### src/rtl/regfile_pkg.sv
// regfile_pkg: shared constants, the NZP condition-code type and the
// condition-code encoder used by the register file and its cc_unit.
//   DEFAULT_WIDTH / DEFAULT_NREGS : default datapath geometry
//   CC_MAX_W                      : widest data word cc_encode accepts
//   nzp_t                         : packed {n,z,p} condition codes
//   NZP_RESET                     : condition codes after reset (Z set)
//   cc_encode(data, msb)          : one-hot NZP of a zero-extended word
package regfile_pkg;

  localparam int DEFAULT_WIDTH = 16;
  localparam int DEFAULT_NREGS = 8;
  localparam int CC_MAX_W      = 64;

  typedef struct packed {
    logic n;
    logic z;
    logic p;
  } nzp_t;

  localparam nzp_t NZP_RESET = 3'b010;

  // The caller zero-extends its word to CC_MAX_W and passes the index of its
  // own sign bit, so one function serves every WIDTH up to CC_MAX_W.
  // The result is always exactly one-hot.
  function automatic nzp_t cc_encode(input logic [CC_MAX_W-1:0] data,
                                     input logic [5:0]          msb);
    nzp_t cc;
    cc = '0;
    if (data[msb])       cc.n = 1'b1;
    else if (data == '0) cc.z = 1'b1;
    else                 cc.p = 1'b1;
    return cc;
  endfunction

endpackage

### src/rtl/regfile_scoreboard_cc_unit.sv
// cc_unit: NZP condition-code register and registered branch-enable flag.
//   Clk, Reset   : clock, synchronous active-low reset
//   LD_CC        : load NZP from the encoding of Data
//   LD_BEN       : load BEN <= |(CondIR & NZP), using NZP before this edge
//   CondIR [2:0] : branch condition mask {n,z,p}
//   Data         : word whose sign/zero state sets NZP
//   NZP [2:0]    : registered condition codes {N,Z,P}
//   BEN          : registered branch enable
module cc_unit
  import regfile_pkg::*;
#(
  parameter int WIDTH = DEFAULT_WIDTH
) (
  input  logic             Clk,
  input  logic             Reset,
  input  logic             LD_CC,
  input  logic             LD_BEN,
  input  logic [2:0]       CondIR,
  input  logic [WIDTH-1:0] Data,
  output logic [2:0]       NZP,
  output logic             BEN
);

  nzp_t nzp_q, nzp_d;
  logic ben_q, ben_d;

  assign nzp_d = cc_encode(CC_MAX_W'(Data), 6'(WIDTH - 1));
  // Uses the registered NZP, so a coincident LD_CC does not affect BEN.
  assign ben_d = |(CondIR & nzp_q);

  always_ff @(posedge Clk) begin
    if (!Reset) begin
      nzp_q <= NZP_RESET;
      ben_q <= 1'b0;
    end else begin
      if (LD_CC)  nzp_q <= nzp_d;
      if (LD_BEN) ben_q <= ben_d;
    end
  end

  assign NZP = nzp_q;
  assign BEN = ben_q;

endmodule

### src/rtl/regfile_scoreboard.sv
// regfile_scoreboard: NREGS x WIDTH register file with two combinational
// read ports, one write port, optional write-to-read bypass, a per-register
// busy scoreboard for in-flight writebacks, and the NZP/BEN unit.
//   Clk, Reset                 : clock, synchronous active-low reset
//   WrEn, WrAddr, WrData       : writeback port; a write also clears busy
//   Rsv, RsvAddr               : decode reservation; sets busy
//   Rd1Addr/Rd1Data, Busy1     : read port 1 and its busy flag
//   Rd2Addr/Rd2Data, Busy2     : read port 2 and its busy flag
//   LD_CC, NZP                 : load / view condition codes (from WrData)
//   LD_BEN, CondIR, BEN        : load / view registered branch enable
module regfile_scoreboard
  import regfile_pkg::*;
#(
  parameter int WIDTH  = DEFAULT_WIDTH,
  parameter int NREGS  = DEFAULT_NREGS,
  parameter int BYPASS = 1,
  localparam int AW    = $clog2(NREGS)
) (
  input  logic             Clk,
  input  logic             Reset,
  input  logic             WrEn,
  input  logic [AW-1:0]    WrAddr,
  input  logic [WIDTH-1:0] WrData,
  input  logic             Rsv,
  input  logic [AW-1:0]    RsvAddr,
  input  logic [AW-1:0]    Rd1Addr,
  input  logic [AW-1:0]    Rd2Addr,
  output logic [WIDTH-1:0] Rd1Data,
  output logic [WIDTH-1:0] Rd2Data,
  output logic             Busy1,
  output logic             Busy2,
  input  logic             LD_CC,
  output logic [2:0]       NZP,
  input  logic             LD_BEN,
  input  logic [2:0]       CondIR,
  output logic             BEN
);

  localparam logic BYP_EN = (BYPASS != 0);

  logic [WIDTH-1:0] regs_q [NREGS];
  logic [NREGS-1:0] busy_q, busy_d;
  logic             byp1, byp2;

  // Clear first, then set: a reservation landing on the register being
  // written back this cycle wins and leaves it busy.
  always_comb begin
    busy_d = busy_q;
    if (WrEn) busy_d[WrAddr]  = 1'b0;
    if (Rsv)  busy_d[RsvAddr] = 1'b1;
  end

  always_ff @(posedge Clk) begin
    if (!Reset) begin
      for (int i = 0; i < NREGS; i++) regs_q[i] <= '0;
      busy_q <= '0;
    end else begin
      if (WrEn) regs_q[WrAddr] <= WrData;
      busy_q <= busy_d;
    end
  end

  assign byp1 = BYP_EN && WrEn && (Rd1Addr == WrAddr);
  assign byp2 = BYP_EN && WrEn && (Rd2Addr == WrAddr);

  assign Rd1Data = byp1 ? WrData : regs_q[Rd1Addr];
  assign Rd2Data = byp2 ? WrData : regs_q[Rd2Addr];

  // A forwarded operand is available now, so it is not reported busy.
  assign Busy1 = busy_q[Rd1Addr] & ~byp1;
  assign Busy2 = busy_q[Rd2Addr] & ~byp2;

  cc_unit #(.WIDTH(WIDTH)) u_cc (
    .Clk    (Clk),
    .Reset  (Reset),
    .LD_CC  (LD_CC),
    .LD_BEN (LD_BEN),
    .CondIR (CondIR),
    .Data   (WrData),
    .NZP    (NZP),
    .BEN    (BEN)
  );

endmodule

### config.mk
export PLATFORM = sky130hd
export DESIGN_NAME = regfile_scoreboard
export DESIGN_NICKNAME = d
export VERILOG_FILES = /design/src/rtl/regfile_pkg.sv /design/src/rtl/regfile_scoreboard_cc_unit.sv /design/src/rtl/regfile_scoreboard.sv
export SDC_FILE = /design/constraint.sdc
export NUM_CORES = 1
export LEC_CHECK = 0
export BUFFER_PORTS_ARGS = -buffer_cell sky130_fd_sc_hd__clkbuf_2
export CELL_PAD_IN_SITES_DETAIL_PLACEMENT = 0
export CELL_PAD_IN_SITES_GLOBAL_PLACEMENT = 1
export CORE_MARGIN = 2
export CORE_UTILIZATION = 30
export DETAILED_ROUTE_END_ITERATION = 12
export HOLD_SLACK_MARGIN = 0.08
export PLACE_DENSITY_LB_ADDON = 0.25
export SYNTH_ARGS = -nofsm -noshare
export SYNTH_HDL_FRONTEND = slang
export SYNTH_HIERARCHICAL = 1
export SYNTH_SLANG_ARGS = --single-unit
### constraint.sdc
create_clock -name Clk -period 6.25 [get_ports Clk]
set_input_delay 1.875 -clock Clk [delete_from_list [all_inputs] [get_ports Clk]]
set_output_delay 1.875 -clock Clk [all_outputs]
set_load 0.1 [all_outputs]
==> impl_metrics.csv <==
group,metric,value,unit
timing,report.final.setup_viol,0,
synthesis,synth.yosys.warnings,6,
power_and_ir_drop,power-per-cell-area,293.7,nW/um^2
worst_hold_path,timing.hold.worst.class,"register to register",
timing,finClkSkew,0.0001802,ns
cts,cts_buffers,17,
synthesis,post_synth_instance_area,8132,um^2
cts,cts_root_buf,"clkbuf_16",
synthesis,yosys.cell_types.count,33,
floorplan,die_width,168.6,um
critical_path,critical-path-top-delay-family,"multiplexers",
drt,route.detailed.wl_per_inst,24.42,um
grt,grt_pass1_vias,5371,
power_and_ir_drop,worst_ir_drop_vdd,0.1967,mV
timing,slew_violations,0,
critical_path,r2r_cells,2,
grt,antenna_violations_before_repair,0,
synthesis,postSynth.topFlopCell,"edfxtp_1",
cts,cts_repair_resize_count,0,
drt,drc,0,
synthesis,synth_seq_cells,140,
floorplan,floorplan_core_area,26800,um^2
finish,multi_input_area,3781,um^2
placed_design,port_buffers,74,
placed_design,post-dp-hpwl,14780,um
run,cap_viol_max_count,0,
critical_path,worst-endpoint-required,4.38,ns
floorplan,initial_utilization,30.34,%
cts,clock_tree.buffer_depth,2,
cts,cts_hold_buffers,0,
finish,finish.utilization,37.59,%
timing,rsz0062_at_grt,"false",
drt,drt_iter0_drc,352,
critical_path,timing.critical_path.cells,"clkbuf_2, buf_12, mux4_1, mux2_2, mux2_2, buf_12",
timing,timing.fmax,173.9,MHz
timing,max-slew-margin-rel,30.24,%
synthesis,post_synth.cell_area_avg,16.04,um^2
cts,post_cts.repair.setup_buffers,0,
grt,grt_start_max_net_pins,35,
drt,initial_drt_pass_iterations,4,
cts,cts_tree,"done",
floorplan,ios,75,
critical_path,cpPeakStageDelay,0.59,ns
cts,clk_pin_slew_worst_paths,0.06,ns
drt,wirelength,23060,um
timing,setup-tns-final,0,ns
grt,global_route_wire_length_before_repair,34620,um
critical_path,path_max_fanout,28,
cts,clkSinkCount,140,
finish,area_delta_synth_final,23.90,%
timing,final.min_clock_period,5.751,ns
synthesis,synth-seq-area-share,50.22,%
critical_path,cp-startpoint,"Rd2Addr[0]",
cts,htree_levels,4,
critical_path,timing.critical_path.buf_inv,3,
finish,nNetsFinal,627,
grt,grt_overflow,0,
critical_path,crit_path_start_kind,"input port",
worst_hold_path,hold_path.startpoint,"busy_q[0]",
critical_path,timing.critical_path.to,"Rd2Data[2]",
synthesis,synth_enable_flop_cells,128,
drt,antenna_violating_nets_post_route,0,
floorplan,placementRows,60,
synthesis,syn_inst,507,
critical_path,setup.worst_path.class,"input port to output pin",
finish,register_area,4084,um^2
drt,route.detailed.vias_per_inst,5.258,
timing,max_slew.worst_pin.slew,1.045,ns
critical_path,cpMaxStageDelayCell,"mux4_1",
power_and_ir_drop,total_leakage_power,0.003788,uW
timing,post_route_fraction_of_the_period_consumed_by_the_critical_path,92.01,%
finish,fillers,2455,
critical_path,critical_path.endpoint_type,"output pin",
floorplan,design.die.area,28440,um^2
run_status,run_status,"complete, no violations",
critical_path,reg2reg_setup_slack,5.39,ns
critical_path,crit-reg2reg-launch,"u_cc/NZP[0]",
synthesis,synthesis.nets,544,
timing,hold_violations,0,
critical_path,crit_cells,6,
synthesis,ys_async_sr_fraction,0,%
finish,antenna-diode-count,0,
grt,grt.total_usage,16.74,%
critical_path,worst_r2r_endpoint,"u_cc/BEN",
placed_design,final_gp_congestion,0.7765,
drt,num_vias,4964,
cts,clock_latency,0.42,ns
floorplan,die_h,168.6,um
critical_path,crit_arrival,3.88,ns
finish,drive_gt1_share,38.14,%
timing,hold_slack,0.4894,ns
[cell families after synthesis]
family / count (synthesis) / share of synthesized area, %
AO/OA/AOI/OAI: 21 / 1.754
XOR/XNOR: 6 / 0.6462
buffers and inverters: 43 / 4.108
flip-flops: 140 / 50.22
multiplexers: 135 / 31.00
AND/OR/NAND/NOR: 162 / 12.26
[state kept, by name, summed over array words and instances, names as in the netlist]
register,cells
u_cc/NZP,3
u_cc/BEN,1
regs_q,128
busy_q,8
[cell usage in the layout (no fill, tap or decap), types with 4 or more instances in the layout]
master / netlist / final
o22ai_1: 4 / 4
and2_1: 130 / 130
nand2_1: 4 / 4
mux4_2: 24 / 24
inv_1: 10 / 10
o21ai_2: 0 / 6
buf_12: 6 / 39
nand2b_1: 6 / 6
bufinv_16: 0 / 5
mux2_2: 47 / 47
mux2_4: 19 / 19
o32ai_1: 4 / 4
clkbuf_2: 0 / 40
nor2_1: 9 / 6
mux4_1: 44 / 44
dfxtp_1: 12 / 12
buf_4: 0 / 18
clkbuf_16: 0 / 17
edfxtp_1: 128 / 128
xnor2_1: 6 / 6
[metrics by stage]
stage | total power, uW | setup slack [ns] | instance area (um^2) | std cells
2_1_floorplan | 1621 | 0.8243 | 8132 | 507
3_3_place_gp | 1880 | 0.5355 | 9445 | 912
3_5_place_dp | 1891 | 0.4923 | 9445 | 912
4_1_cts | 2980 | 0.4893 | 10070 | 944
5_1_grt | 3044 | 0.4509 | 10070 | 944
6_report | 2959 | 0.4994 | 10070 | 944
[worst register-to-register path: cells and delay by family (launching register included)]
family	cells	cell delay, ns
compound gates	2	0.42
flops	1	0.32
[power by group]
| part | internal (uW) | switching, uW |
|---|---|---|
| combinational | 301 | 451 |
| clock | 704 | 387 |
| sequential | 1080 | 31.9 |
[cell usage after synthesis (6+ instances only)]
| library cell | number | share of area [%] |
|---|---|---|
| mux4_1 | 44 | 14 |
| nand2b_1 | 6 | 0.46 |
| mux2_2 | 47 | 6.5 |
| mux2_4 | 19 | 3.5 |
| buf_12 | 6 | 1.5 |
| clkbuf_1 | 19 | 0.88 |
| inv_1 | 10 | 0.46 |
| and2_1 | 130 | 10 |
| xnor2_1 | 6 | 0.65 |
| dfxtp_1 | 12 | 3.0 |
| nor2_1 | 9 | 0.42 |
| o21ai_1 | 6 | 0.37 |
| edfxtp_1 | 128 | 47 |
| mux4_2 | 24 | 6.6 |
[how the worst min path moves through the flow]
stage          cells past startpoint  slack [ns]        end
4_1_cts                            2        0.49  busy_q[6]
6_report                           2        0.49  busy_q[0]
3_5_place_dp                       2        0.48  busy_q[4]
2_1_floorplan                      2        0.45  busy_q[5]
3_3_place_gp                       2        0.47  busy_q[1]
5_1_grt                            2        0.50  busy_q[5]
[per-layer routing]
layer  track usage [%]  share of wire (%)  wire length (um)
met2             29.02                 50             11640
met3             2.502                3.9               899
met5                 0                  0                 0
met4             4.948                1.6               369
met1             21.79                 44             10150
[layout make-up]
| class | instances | share of cell area, % |
|---|---|---|
| Clock inverter | 13 | 1.950 |
| Tap cell | 341 | 4.235 |
| Timing Repair Buffer | 97 | 11.08 |
| Sequential cell | 140 | 40.54 |
| Multi-Input combinational cell | 324 | 37.53 |
| Clock buffer | 19 | 4.297 |
| Inverter | 10 | 0.3726 |
(Power assumes the default switching activity.)
